--- config.mk ---
export PLATFORM = sky130hd
export DESIGN_NAME = mem_access_unit_flat
export DESIGN_NICKNAME = d
export VERILOG_FILES = /design/src/rtl/mem_access_unit_pkg.sv /design/src/rtl/mem_access_unit_if.sv /design/src/rtl/mem_access_unit_sp_unit.sv /design/src/rtl/mem_access_unit.sv /design/src/flat_wrapper.sv
export SDC_FILE = /design/constraint.sdc
export NUM_CORES = 1
export LEC_CHECK = 0
export ABC_AREA = 1
export CORE_ASPECT_RATIO = 1.25
export CORE_MARGIN = 4
export CORE_UTILIZATION = 46
export DETAILED_ROUTE_END_ITERATION = 10
export PLACE_DENSITY = 0.82
export SLEW_MARGIN = 25
export SYNTH_ARGS = -nofsm -noshare
export SYNTH_HDL_FRONTEND = slang
export SYNTH_HIERARCHICAL = 1
export SYNTH_SLANG_ARGS = --single-unit
--- constraint.sdc ---
create_clock -name clk -period 2.2 [get_ports clk]
set_input_delay 0.33 -clock clk [delete_from_list [all_inputs] [get_ports clk]]
set_output_delay 0.33 -clock clk [all_outputs]
set_load 0.01 [all_outputs]
--- src/rtl/mem_access_unit_pkg.sv ---
// Shared definitions for the memory-stage access unit.
// Contents: operation and FSM state encodings, default stack bounds,
// and small helpers for decoding ops and classifying their behaviour.
package mem_access_unit_pkg;

    typedef enum logic [2:0] {
        OP_NOP  = 3'd0,
        OP_LDM  = 3'd1,
        OP_LDD  = 3'd2,
        OP_STD  = 3'd3,
        OP_PUSH = 3'd4,
        OP_POP  = 3'd5
    } op_e;

    typedef enum logic [1:0] {
        ST_IDLE   = 2'd0,
        ST_ACCESS = 2'd1,
        ST_RESP   = 2'd2
    } state_e;

    localparam logic [19:0] DEF_SP_INIT  = 20'hFFFFF;
    localparam logic [19:0] DEF_SP_LIMIT = 20'hFF000;

    // Reserved encodings 6 and 7 behave exactly like NOP.
    function automatic op_e decode_op(input logic [2:0] raw);
        case (raw)
            3'd1:    return OP_LDM;
            3'd2:    return OP_LDD;
            3'd3:    return OP_STD;
            3'd4:    return OP_PUSH;
            3'd5:    return OP_POP;
            default: return OP_NOP;
        endcase
    endfunction

    function automatic logic op_uses_mem(input op_e o);
        return (o == OP_LDD) || (o == OP_STD) || (o == OP_PUSH) || (o == OP_POP);
    endfunction

    function automatic logic op_writes(input op_e o);
        return (o == OP_STD) || (o == OP_PUSH);
    endfunction

    function automatic logic op_has_wb(input op_e o);
        return (o == OP_LDM) || (o == OP_LDD) || (o == OP_POP);
    endfunction

endpackage

--- src/rtl/mem_access_unit_if.sv ---
// Data-memory bus between the access unit (master) and data memory (slave).
// Signals: mem_req/mem_we/mem_addr/mem_wdata from the unit,
// mem_rdata/mem_ready back from memory (rdata valid with ready).
interface mem_access_unit_if #(
    parameter int DATA_W = 16,
    parameter int ADDR_W = 20
);
    logic              mem_req;
    logic              mem_we;
    logic [ADDR_W-1:0] mem_addr;
    logic [DATA_W-1:0] mem_wdata;
    logic [DATA_W-1:0] mem_rdata;
    logic              mem_ready;

    modport master (
        output mem_req, mem_we, mem_addr, mem_wdata,
        input  mem_rdata, mem_ready
    );

    modport slave (
        input  mem_req, mem_we, mem_addr, mem_wdata,
        output mem_rdata, mem_ready
    );
endinterface

--- src/rtl/mem_access_unit_sp_unit.sv ---
// Stack-pointer register for the access unit.
// Ports: clk, rst_n (async active-low); commit_push/commit_pop apply the
// post-decrement / pre-increment; sp is the committed value; push_addr and
// pop_addr are the addresses those ops would touch; full flags that a push
// would overflow, empty that a pop would underflow.
module mem_access_unit_sp_unit #(
    parameter int                ADDR_W   = 20,
    parameter logic [ADDR_W-1:0] SP_INIT  = '1,
    parameter logic [ADDR_W-1:0] SP_LIMIT = '0
) (
    input  logic              clk,
    input  logic              rst_n,
    input  logic              commit_push,
    input  logic              commit_pop,
    output logic [ADDR_W-1:0] sp,
    output logic [ADDR_W-1:0] push_addr,
    output logic [ADDR_W-1:0] pop_addr,
    output logic              full,
    output logic              empty
);
    logic [ADDR_W-1:0] sp_reg;

    always_ff @(posedge clk or negedge rst_n) begin
        if (!rst_n) begin
            sp_reg <= SP_INIT;
        end else if (commit_push) begin
            sp_reg <= sp_reg - ADDR_W'(1);
        end else if (commit_pop) begin
            sp_reg <= sp_reg + ADDR_W'(1);
        end
    end

    assign sp        = sp_reg;
    assign push_addr = sp_reg;
    assign pop_addr  = sp_reg + ADDR_W'(1);
    assign full      = (sp_reg < SP_LIMIT);
    assign empty     = (sp_reg == SP_INIT);
endmodule

--- src/rtl/mem_access_unit.sv ---
// Memory-stage access unit: decodes the memory op, forms address/write data,
// owns the stack pointer and runs the req/ready handshake to data memory.
// Ports: clk, rst_n (async active-low); in_valid/in_ready accept handshake
// with op, rs_val, rd_val, imm, rd_idx; mem (bus master); wb_valid/wb_idx/
// wb_data write-back pulse; done per accepted op; stack_err on stack
// overflow/underflow; sp_o committed stack pointer.
module mem_access_unit
    import mem_access_unit_pkg::*;
#(
    parameter int                DATA_W   = 16,
    parameter int                ADDR_W   = 20,
    parameter logic [ADDR_W-1:0] SP_INIT  = ADDR_W'(DEF_SP_INIT),
    parameter logic [ADDR_W-1:0] SP_LIMIT = ADDR_W'(DEF_SP_LIMIT)
) (
    input  logic                clk,
    input  logic                rst_n,
    input  logic                in_valid,
    output logic                in_ready,
    input  logic [2:0]          op,
    input  logic [DATA_W-1:0]   rs_val,
    input  logic [DATA_W-1:0]   rd_val,
    input  logic [DATA_W-1:0]   imm,
    input  logic [2:0]          rd_idx,
    mem_access_unit_if.master   mem,
    output logic                wb_valid,
    output logic [2:0]          wb_idx,
    output logic [DATA_W-1:0]   wb_data,
    output logic                done,
    output logic                stack_err,
    output logic [ADDR_W-1:0]   sp_o
);
    state_e            state_reg, state_next;
    op_e               op_reg;
    logic [DATA_W-1:0] rs_reg, rd_reg, imm_reg, rdata_reg;
    logic [2:0]        idx_reg;
    logic              err_reg;

    logic              accept, in_access, in_resp, mem_done;
    logic              stack_fault, commit_push, commit_pop;
    logic              sp_full, sp_empty;
    logic [ADDR_W-1:0] push_addr, pop_addr, access_addr;
    logic [DATA_W-1:0] offset_sum;
    op_e               dec_op;

    assign dec_op      = decode_op(op);
    assign accept      = in_valid && (state_reg == ST_IDLE);
    // Stack bounds are judged against the SP as it stands at accept; a
    // faulting op skips memory entirely and reports in RESP.
    assign stack_fault = ((dec_op == OP_PUSH) && sp_full) ||
                         ((dec_op == OP_POP)  && sp_empty);

    assign in_access = (state_reg == ST_ACCESS);
    assign in_resp   = (state_reg == ST_RESP);
    assign mem_done  = in_access && mem.mem_ready;

    assign commit_push = mem_done && (op_reg == OP_PUSH);
    assign commit_pop  = mem_done && (op_reg == OP_POP);

    mem_access_unit_sp_unit #(
        .ADDR_W   (ADDR_W),
        .SP_INIT  (SP_INIT),
        .SP_LIMIT (SP_LIMIT)
    ) u_sp (
        .clk         (clk),
        .rst_n       (rst_n),
        .commit_push (commit_push),
        .commit_pop  (commit_pop),
        .sp          (sp_o),
        .push_addr   (push_addr),
        .pop_addr    (pop_addr),
        .full        (sp_full),
        .empty       (sp_empty)
    );

    always_ff @(posedge clk or negedge rst_n) begin
        if (!rst_n) begin
            state_reg <= ST_IDLE;
        end else begin
            state_reg <= state_next;
        end
    end

    always_comb begin
        state_next = state_reg;
        case (state_reg)
            ST_IDLE: begin
                if (accept) begin
                    if (op_uses_mem(dec_op) && !stack_fault) begin
                        state_next = ST_ACCESS;
                    end else begin
                        state_next = ST_RESP;
                    end
                end
            end
            ST_ACCESS: begin
                if (mem.mem_ready) begin
                    state_next = ST_RESP;
                end
            end
            ST_RESP:  state_next = ST_IDLE;
            default:  state_next = ST_IDLE;
        endcase
    end

    // Operands are captured at accept so the pipeline inputs may change freely
    // while the access is in flight; the bus fields below stay stable.
    always_ff @(posedge clk or negedge rst_n) begin
        if (!rst_n) begin
            op_reg    <= OP_NOP;
            rs_reg    <= '0;
            rd_reg    <= '0;
            imm_reg   <= '0;
            idx_reg   <= '0;
            err_reg   <= 1'b0;
            rdata_reg <= '0;
        end else begin
            if (accept) begin
                op_reg  <= dec_op;
                rs_reg  <= rs_val;
                rd_reg  <= rd_val;
                imm_reg <= imm;
                idx_reg <= rd_idx;
                err_reg <= stack_fault;
            end
            if (mem_done && !op_writes(op_reg)) begin
                rdata_reg <= mem.mem_rdata;
            end
        end
    end

    // Offset addition wraps at DATA_W before zero-extension to the bus width.
    assign offset_sum = rs_reg + imm_reg;

    always_comb begin
        access_addr = ADDR_W'(offset_sum);
        if (op_reg == OP_PUSH) begin
            access_addr = push_addr;
        end else if (op_reg == OP_POP) begin
            access_addr = pop_addr;
        end
    end

    assign in_ready      = (state_reg == ST_IDLE);
    assign mem.mem_req   = in_access;
    assign mem.mem_we    = in_access && op_writes(op_reg);
    assign mem.mem_addr  = in_access ? access_addr : '0;
    assign mem.mem_wdata = mem.mem_we ? rd_reg : '0;

    assign done      = in_resp;
    assign stack_err = in_resp && err_reg;
    assign wb_valid  = in_resp && !err_reg && op_has_wb(op_reg);
    assign wb_idx    = wb_valid ? idx_reg : 3'd0;
    assign wb_data   = wb_valid ? ((op_reg == OP_LDM) ? imm_reg : rdata_reg) : '0;
endmodule

--- src/flat_wrapper.sv ---
// flat-port wrapper written by rule: the top's interface ports become plain ports
module mem_access_unit_flat import mem_access_unit_pkg::*;
#(
    parameter int                DATA_W   = 16,
    parameter int                ADDR_W   = 20,
    parameter logic [ADDR_W-1:0] SP_INIT  = ADDR_W'(DEF_SP_INIT),
    parameter logic [ADDR_W-1:0] SP_LIMIT = ADDR_W'(DEF_SP_LIMIT)
)
  (clk, rst_n, in_valid, in_ready, op, rs_val, rd_val, imm, rd_idx, wb_valid, wb_idx, wb_data, done, stack_err, sp_o, mem_mem_req, mem_mem_we, mem_mem_addr, mem_mem_wdata, mem_mem_rdata, mem_mem_ready);
  mem_access_unit_if #(.DATA_W(DATA_W), .ADDR_W(ADDR_W)) mem_i ();
  input  logic clk;
  input  logic rst_n;
  input  logic in_valid;
  output logic in_ready;
  input  logic [2:0] op;
  input  logic [DATA_W-1:0] rs_val;
  input  logic [DATA_W-1:0] rd_val;
  input  logic [DATA_W-1:0] imm;
  input  logic [2:0] rd_idx;
  output logic wb_valid;
  output logic [2:0] wb_idx;
  output logic [DATA_W-1:0] wb_data;
  output logic done;
  output logic stack_err;
  output logic [ADDR_W-1:0] sp_o;
  output wire logic [$bits(mem_i.mem_req)-1:0] mem_mem_req;
  output wire logic [$bits(mem_i.mem_we)-1:0] mem_mem_we;
  output wire logic [$bits(mem_i.mem_addr)-1:0] mem_mem_addr;
  output wire logic [$bits(mem_i.mem_wdata)-1:0] mem_mem_wdata;
  input wire logic [$bits(mem_i.mem_rdata)-1:0] mem_mem_rdata;
  input wire logic [$bits(mem_i.mem_ready)-1:0] mem_mem_ready;
  assign mem_mem_req = mem_i.mem_req;
  assign mem_mem_we = mem_i.mem_we;
  assign mem_mem_addr = mem_i.mem_addr;
  assign mem_mem_wdata = mem_i.mem_wdata;
  assign mem_i.mem_rdata = mem_mem_rdata;
  assign mem_i.mem_ready = mem_mem_ready;
  mem_access_unit #(.DATA_W(DATA_W), .ADDR_W(ADDR_W), .SP_INIT(SP_INIT), .SP_LIMIT(SP_LIMIT)) u_core (.clk(clk), .rst_n(rst_n), .in_valid(in_valid), .in_ready(in_ready), .op(op), .rs_val(rs_val), .rd_val(rd_val), .imm(imm), .rd_idx(rd_idx), .mem(mem_i), .wb_valid(wb_valid), .wb_idx(wb_idx), .wb_data(wb_data), .done(done), .stack_err(stack_err), .sp_o(sp_o));
endmodule
==> summary.md, run 1 <==
| Metric | Value |
|---|---|
| Status | finished with violations |
| Violated checks | setup timing |
| Placed cell areas | 9168 um^2 |
| DR WL/cell | 18.87 um |
| P_leak | 0.005206 uW |
| Seq cells post-synth | 93 |
| Sequential element share of the synthesized area | 35.03% |
| Ys async rst share | 100.0% |
| Die height | 143.1 um |
| Fmax | 365.4 MHz |
| TritonCTS buffer count | 9 |
| Initial antenna violation count | 0 |
| Tightest Pin Transition | 0.4491 ns |
| Horiz. Die Dim | 116.1 um |
| Largest register FFs | 20 |
| Drc violations | 0 |
| R2r setup slk | -0.15 ns |
| Worst skew pair latency | 0.36 ns |
| Multi-input gate area | 4502 um^2 |
| CTS tree | yes |
| Largest delay contributor family on the critical path | simple AND/OR/NAND/NOR gates |
| Post-layout min period | 2.736 ns |
| Peak supply drop | 0.0006345 V |
| CTS H-tree lvls | 3 |
| Fin nets | 1354 |
| Post-Syn Instances | 966 |
| Setup TNS | -7.828 ns |
| Number of global-route vias before repair | 7785 |
| Total power | 11320 uW |
| Place WS | -0.4177 ns |
| Reg area | 2354 um^2 |
| Final setup fails | 38 |
| Site Rows | 49 |
| Layout cell share with drive strength beyond 1 | 39.02% |
| Capture point of the worst reg-to-reg path | u_core/u_sp/push_addr[10] |
| Buf/Inv on CP | 2 |
| Yosys warns | 6 |
| Unrepaired setup endpoints after global routing | true |
| Max_cap viols | 0 |
| Largest cells by area after synthesis | dfrtp_1, nand2_1, dfstp_2 |
| Worst Reg-to-Reg Cells | 14 |
| CTS sink cnt | 93 |
| DRT iter0 DRCs | 1077 |
| Final std cell area, no fill | 10760 um^2 |
| Min setup slack post-route | -0.5364 ns |
| Pins Over Slew Limit | 0 |
| Post-synth top cells | nand2_1, inv_1, nor2_1 |
| Worst slew margin | 70.06% |
| Crit path from | u_core/imm_reg[2] |
| Post-synth EDFFs | 0 |
| Worst Clk Skew | 0.01361 ns |
| Post-Syn Area | 6715 um^2 |
| Fill cells | 985 |
| Root buf cell | clkbuf_16 |
| Largest net degree at the start of global routing | 61 |
| Diode count | 0 |
| Power Dens Cells | 1052 nW/um^2 |
| Startpoint types | flip-flop |
| IO Pins | 155 |
| Initial core utilization | 46.81% |
| Reg-to-reg critical path startpoint | u_core/op_reg[0] |
| Via/cell ratio | 5.636 |
| Post-DP HPWL | 15970 um |
| Hold Path Class | in2async |
| Port bufs | 154 |
| Drt pass-1 iters | 6 |
| CTS Buffer Depth | 2 |
| Crit Path Category | reg2out |
| First-pass GRT wire length | 37050 um |
| Top-count cell post-synth | nand2_1 |
| Routed wire length | 27250 um |
| Ys flop type | dfrtp_1 |
| Total core area | 14350 um^2 |
| WP data required | 1.87 ns |
| Synthesis-to-finish area growth | 60.22% |
| Post-layout util | 75.00% |
| Vias | 8138 |
| Most common cell on crit path | nand2_1 |
| Crit-path max FO | 3 |
| Crit-path slowest cell | dfrtp_1 |
| CP arrival | 2.41 ns |
| GRT Total Usage | 28.32% |
| Clock transition at path regs | 0.07 ns |
| GRT overflow | 0 |
| Post-synth top area share | 27.20% |
| RePlAce Congestion | 0.9721 |
| Fin crit share | 124.4% |
| Netlist cell types | 40 |
| Routed Antenna Nets | 0 |
| Mean Syn Cell Area | 6.952 um^2 |
| Critical path's largest stage delay | 0.43 ns |
| DIE AREA | 16610 um^2 |
| CP cell instances | ha_4 -> buf_4 -> nand2_1 -> nor2_1 -> nand2_1 -> nand3_4 -> xor2_2 -> nand2_1 -> nand2_1 -> nand2_1 -> nor2_1 -> buf_2 |
| Final hold viol count | 0 |
| Setup crit end kind | output port |
| Syn Nets | 1059 |
| Synth area leader | dfrtp_1 |
timing repair:
action / in CTS / in global routing
setup buffers: 38 / 22
gates cloned: 2 / 0
gates resized for setup: 292 / 162
pin swaps: 50 / 61
endpoints found under the setup margin: 57 / 66
hold buffers: 1 / 0
hold endpoints to repair: 33 / 0
layout make-up:
| cell class | instances | area share, % |
|---|---|---|
| sequential | 93 | 21.87 |
| clock buffer | 9 | 2.093 |
| multi-input combinational | 697 | 41.84 |
| inverter | 114 | 4.152 |
| clock inverter | 7 | 0.5349 |
| timing repair buffer | 345 | 27.35 |
| timing repair inverter | 1 | 0.08140 |
| tap | 178 | 2.070 |
through the flow:
| step | instances | hold WS (ns) |
|---|---|---|
| 2_1_floorplan | 966 | 0.03441 |
| 3_3_place_gp | 1369 | 0.3006 |
| 3_5_place_dp | 1369 | 0.3054 |
| 4_1_cts | 1425 | 0.4685 |
| 5_1_grt | 1444 | 0.5047 |
| 6_report | 1444 | 0.4799 |
how the worst max path moves through the flow:
stage | slack, ns | cells after the start | end
4_1_cts | -0.31 | 10 | mem_mem_addr[14]
2_1_floorplan | 0.11 | 13 | u_core/u_sp/push_addr[13]
5_1_grt | -0.61 | 12 | mem_mem_addr[6]
3_3_place_gp | -0.38 | 9 | mem_mem_addr[12]
6_report | -0.54 | 12 | mem_mem_addr[6]
3_5_place_dp | -0.42 | 9 | mem_mem_addr[12]
layout by cell type, fill, tap and decap left out, types with 20 or more instances in the layout:
cell / Yosys / final
a21oi_2: 7 / 30
buf_2: 23 / 35
buf_4: 21 / 159
buf_6: 4 / 27
clkdlybuf4s50_1: 0 / 96
dfrtp_1: 73 / 72
dfstp_2: 20 / 20
inv_1: 103 / 93
nand2_1: 313 / 276
nand2_2: 2 / 31
nand3_1: 57 / 37
nand4_1: 23 / 23
nor2_1: 94 / 74
nor2_4: 4 / 21
o21ai_0: 45 / 40
worst register-to-register path, stage by stage, from the launching register on:
cell	delay [ns]
dfrtp_1	0.41
inv_2	0.08
nor3_4	0.21
buf_6	0.16
clkinvlp_4	0.14
buf_12	0.17
buf_4	0.15
nor2_4	0.10
inv_2	0.06
nor2_4	0.16
inv_2	0.07
buf_6	0.13
nand3_1	0.09
o21ai_0	0.14
a21oi_1	0.21
layer usage:
metal  vias to the layer above  part of all wire [%]  GRT usage, %
li1                       3614                     -             -
met1                      3770                    35         31.91
met2                       574                    49         49.32
met3                       180                   9.4         6.740
met4                         0                   6.4         14.60
met5                         -                     0             0
cells by family (layout without fill, tap and decap cells):
kind of cell / count (synthesis) / in the layout / share of synthesized area, %
simple gates: 523 / 523 / 33.26
buf+inv: 176 / 476 / 11.89
compound gates: 114 / 114 / 9.540
flops: 93 / 93 / 35.03
xor+xnor: 24 / 24 / 3.242
fa+ha+maj: 20 / 20 / 3.801
mux: 16 / 16 / 3.242
power breakdown:
| part | switching (uW) | internal, uW | total [uW] | leakage [uW] |
|---|---|---|---|---|
| Combinational | 3830 | 3130 | 6960 | 0.00396 |
| Clock | 790 | 787 | 1580 | 0.000140 |
| Sequential | 473 | 2310 | 2780 | 0.00111 |
No activity file was read; power rests on OpenSTA's default activity.
==> run 2, diff against run 1 <==
- ABC_CLOCK_PERIOD_IN_PS: default -> 2200
==> results of run 2 <==
Final layout, timing and power as in run 1 (identical DEF).
==> run 3, diff against run 2 <==
- CORE_UTILIZATION: 46 -> 30
- PLACE_DENSITY: 0.82 -> 0.59
==> run 3 against run 2 <==
Against the previous run: the flow still finishes with violations (setup timing); worst hold slack improved by 0.010 ns; largest cell class unchanged; first-iteration DRC count decreased by 68%; die area increased by 50%; critical path depth unchanged; fmax increased by 7.4%; power decreased by 1.3%; core utilization decreased by 23 points; critical endpoint is now mem_mem_addr[18]; combinational power decreased by 3.3%; via count decreased by 7.7%; register-to-register slack improved by 0.11 ns; sequential power decreased by 1%; clock skew decreased by 0.0044 ns.
==> summary.md, run 3 (synthesized netlist as in run 1, its figures left out) <==
| Metric | Value |
|---|---|
| Status | finished with violations |
| Violated checks | setup timing |
| IO Pins | 155 (unchanged) |
| WP data required | 1.87 ns (about the same) |
| Drt pass-1 iters | 5 (-1) |
| Critical path's largest stage delay | 0.61 ns (+0.18 ns) |
| Crit-path slowest cell | dfstp_2 |
| Worst slew margin | 64.71% (-5.4 points) |
| Worst skew pair latency | 0.35 ns (about the same) |
| GRT overflow | 0 (unchanged) |
| Number of global-route vias before repair | 7375 (-5.3%) |
| Largest register FFs | 20 (unchanged) |
| Worst Clk Skew | 0.009183 ns (-0.004425 ns) |
| Horiz. Die Dim | 141.8 um (+22%) |
| Crit Path Category | reg2out |
| Commonest non-fill, non-tap cells in the layout | nand2_1, buf_4, clkdlybuf4s50_1, inv_1, dfrtp_1 |
| Tightest Pin Transition | 0.5294 ns (+0.08033 ns) |
| Fin nets | 1393 (+2.9%) |
| NetSw | 4700 uW (-7.8%) |
| Fill cells | 2090 (+110%) |
| RePlAce Congestion | 0.9323 (-4.1%) |
| Root buf cell | clkbuf_16 |
| CTS tree | yes |
| P_leak | 0.005447 uW (+4.6%) |
| DIE AREA | 24860 um^2 (+50%) |
| Routed wire length | 24830 um (-8.9%) |
| Total power | 11180 uW (-1.3%) |
| Reg power frac | 24.5% (about the same) |
| Max_cap viols | 0 (unchanged) |
| Fmax | 392.4 MHz (+7.4%) |
| Post-DP HPWL | 17420 um (+9.1%) |
| Layout cell share with drive strength beyond 1 | 41.15% (+2.1 points) |
| Diode count | 0 (unchanged) |
| Port bufs | 154 (unchanged) |
| Synthesis-to-finish area growth | 68.03% |
| Site Rows | 60 (+22%) |
| DRT iter0 DRCs | 350 (-68%) |
| Switching Share | 42.05% (-3.0 points) |
| DR WL/cell | 15.67 um (-17%) |
| Pins Over Slew Limit | 0 (unchanged) |
| Setup TNS | -5.894 ns (+1.934 ns) |
| Final hold slack | 0.4900 ns (+0.01004 ns) |
| Clock network power share | 15.2% (+1.3 points) |
| Peak supply drop | 0.0005176 V (-18%) |
| Final hold viol count | 0 (unchanged) |
| Total core area | 21770 um^2 (+52%) |
| Setup crit end kind | output port |
| CTS Buffer Depth | 2 (unchanged) |
| Die height | 175.3 um (+22%) |
| First-pass GRT wire length | 37750 um (+1.9%) |
| Fin crit share | 115.8% (-8.5 points) |
| Initial antenna violation count | 0 (unchanged) |
| Post-layout min period | 2.549 ns (-0.1877 ns) |
| Combinational share of power | 60.3% (-1.2 points) |
| Unrepaired setup endpoints after global routing | true |
| GRT Total Usage | 18.99% (-9.3 points) |
| Dpl cells | 1494 (+9.1%) |
| Largest net degree at the start of global routing | 57 (-6.6%) |
| Initial core utilization | 30.84% (-16 points) |
| Routed Antenna Nets | 0 (unchanged) |
| CTS sink cnt | 93 (unchanged) |
| Startpoint types | flip-flop |
| Via/cell ratio | 4.744 (-16%) |
| Crit-path max FO | 5 (+2) |
| CP arrival | 2.22 ns (-0.19 ns) |
| Drc violations | 0 (unchanged) |
| CP cell instances | buf_4 -> nand3_4 -> nor2_4 -> buf_6 -> nand2_8 -> nor2_4 -> buf_6 -> nand3_2 -> nand2_2 -> nand2_1 -> a21oi_1 -> buf_2 |
| TritonCTS buffer count | 9 (unchanged) |
| CTS H-tree lvls | 3 (unchanged) |
| Non-filler cells, final | 1584 (+9.7%) |
| Hold Path Class | reg2reg |
| Power Dens Cells | 990.6 nW/um^2 (-5.9%) |
| Clock transition at path regs | 0.07 ns (about the same) |
| Vias | 7514 (-7.7%) |
| Int Pwr | 6477 uW (+4.1%) |
| Final setup fails | 42 (+11%) |
| Min setup slack post-route | -0.3486 ns (+0.1877 ns) |
| Commonest non-fill, non-tap cell in the layout | nand2_1 |
[run 3: final timing paths]
path | endpoint | startpoint | depth (start not counted) | slack (ns)
min reg2reg | u_core/rs_reg[2] | u_core/rs_reg[2] | 2 | 0.49
max reg2reg | u_core/u_sp/push_addr[19] | u_core/op_reg[1] | 16 | -0.04
min | u_core/rs_reg[2] | u_core/rs_reg[2] | 2 | 0.49
min in group asynchronous | u_core/rdata_reg[12] | rst_n | 3 | 0.50
max in group asynchronous | u_core/u_sp/push_addr[8] | rst_n | 3 | 1.19
max | mem_mem_addr[18] | u_core/u_sp/push_addr[2] | 12 | -0.35
[run 3: worst max-delay path: cells and delay by family (launching register included)]
kind	cells	cell delay, ns
buffers and inverters	4	0.54
flip-flops	1	0.61
AO/OA/AOI/OAI	1	0.11
AND/OR/NAND/NOR	7	0.60
[run 3: power groups by stage]
stage,registers (uW),clock network [uW],logic (uW)
finish,2740,1700,6730
global route,2810,1820,7320
CTS,2710,1760,5990
detailed placement,2700,0,5230
global placement,2680,0,5210
floorplan,2620,0,2920
[run 3: area by class of cell]
type                       instances  area, um^2  area share [%]
clock buffer                      11       252.7           2.240
inverter                         114       462.9           4.103
tap                              279       349.1           3.094
multi-input combinational        697        4482           39.72
timing repair inverter             5       53.80          0.4768
clock inverter                     5       65.06          0.5766
timing repair buffer             380        3263           28.92
sequential                        93        2355           20.87
[run 3: what timing repair did]
action | 4_1_cts | 5_1_grt
setup buffers | 40 | 30
pin swaps | 55 | 64
gates cloned | 3 | 4
resized for setup | 299 | 188
hold buffers | 1 | 0
endpoints found under the setup margin | 76 | 63
endpoints found under the hold margin | 51 | 0
[run 3: layer usage]
metal,vias up,GRT usage (%),wire length [um]
li1,3697,-,-
met1,3554,23.18,10140
met2,225,32.14,12520
met3,38,4.058,1499
met4,0,8.200,662
met5,-,0,0
[run 3: stage by stage]
step | cell area [um^2] | utilization [%] | setup slack, ns
after detailed placement | 9512 | 43.69 | -0.5232
after floorplan | 6715 | - | 0.1108
after global routing | 11280 | 51.83 | -0.4547
after global placement | 9512 | 43.69 | -0.5257
final | 11280 | 51.83 | -0.3486
after CTS | 10540 | 48.39 | -0.3489
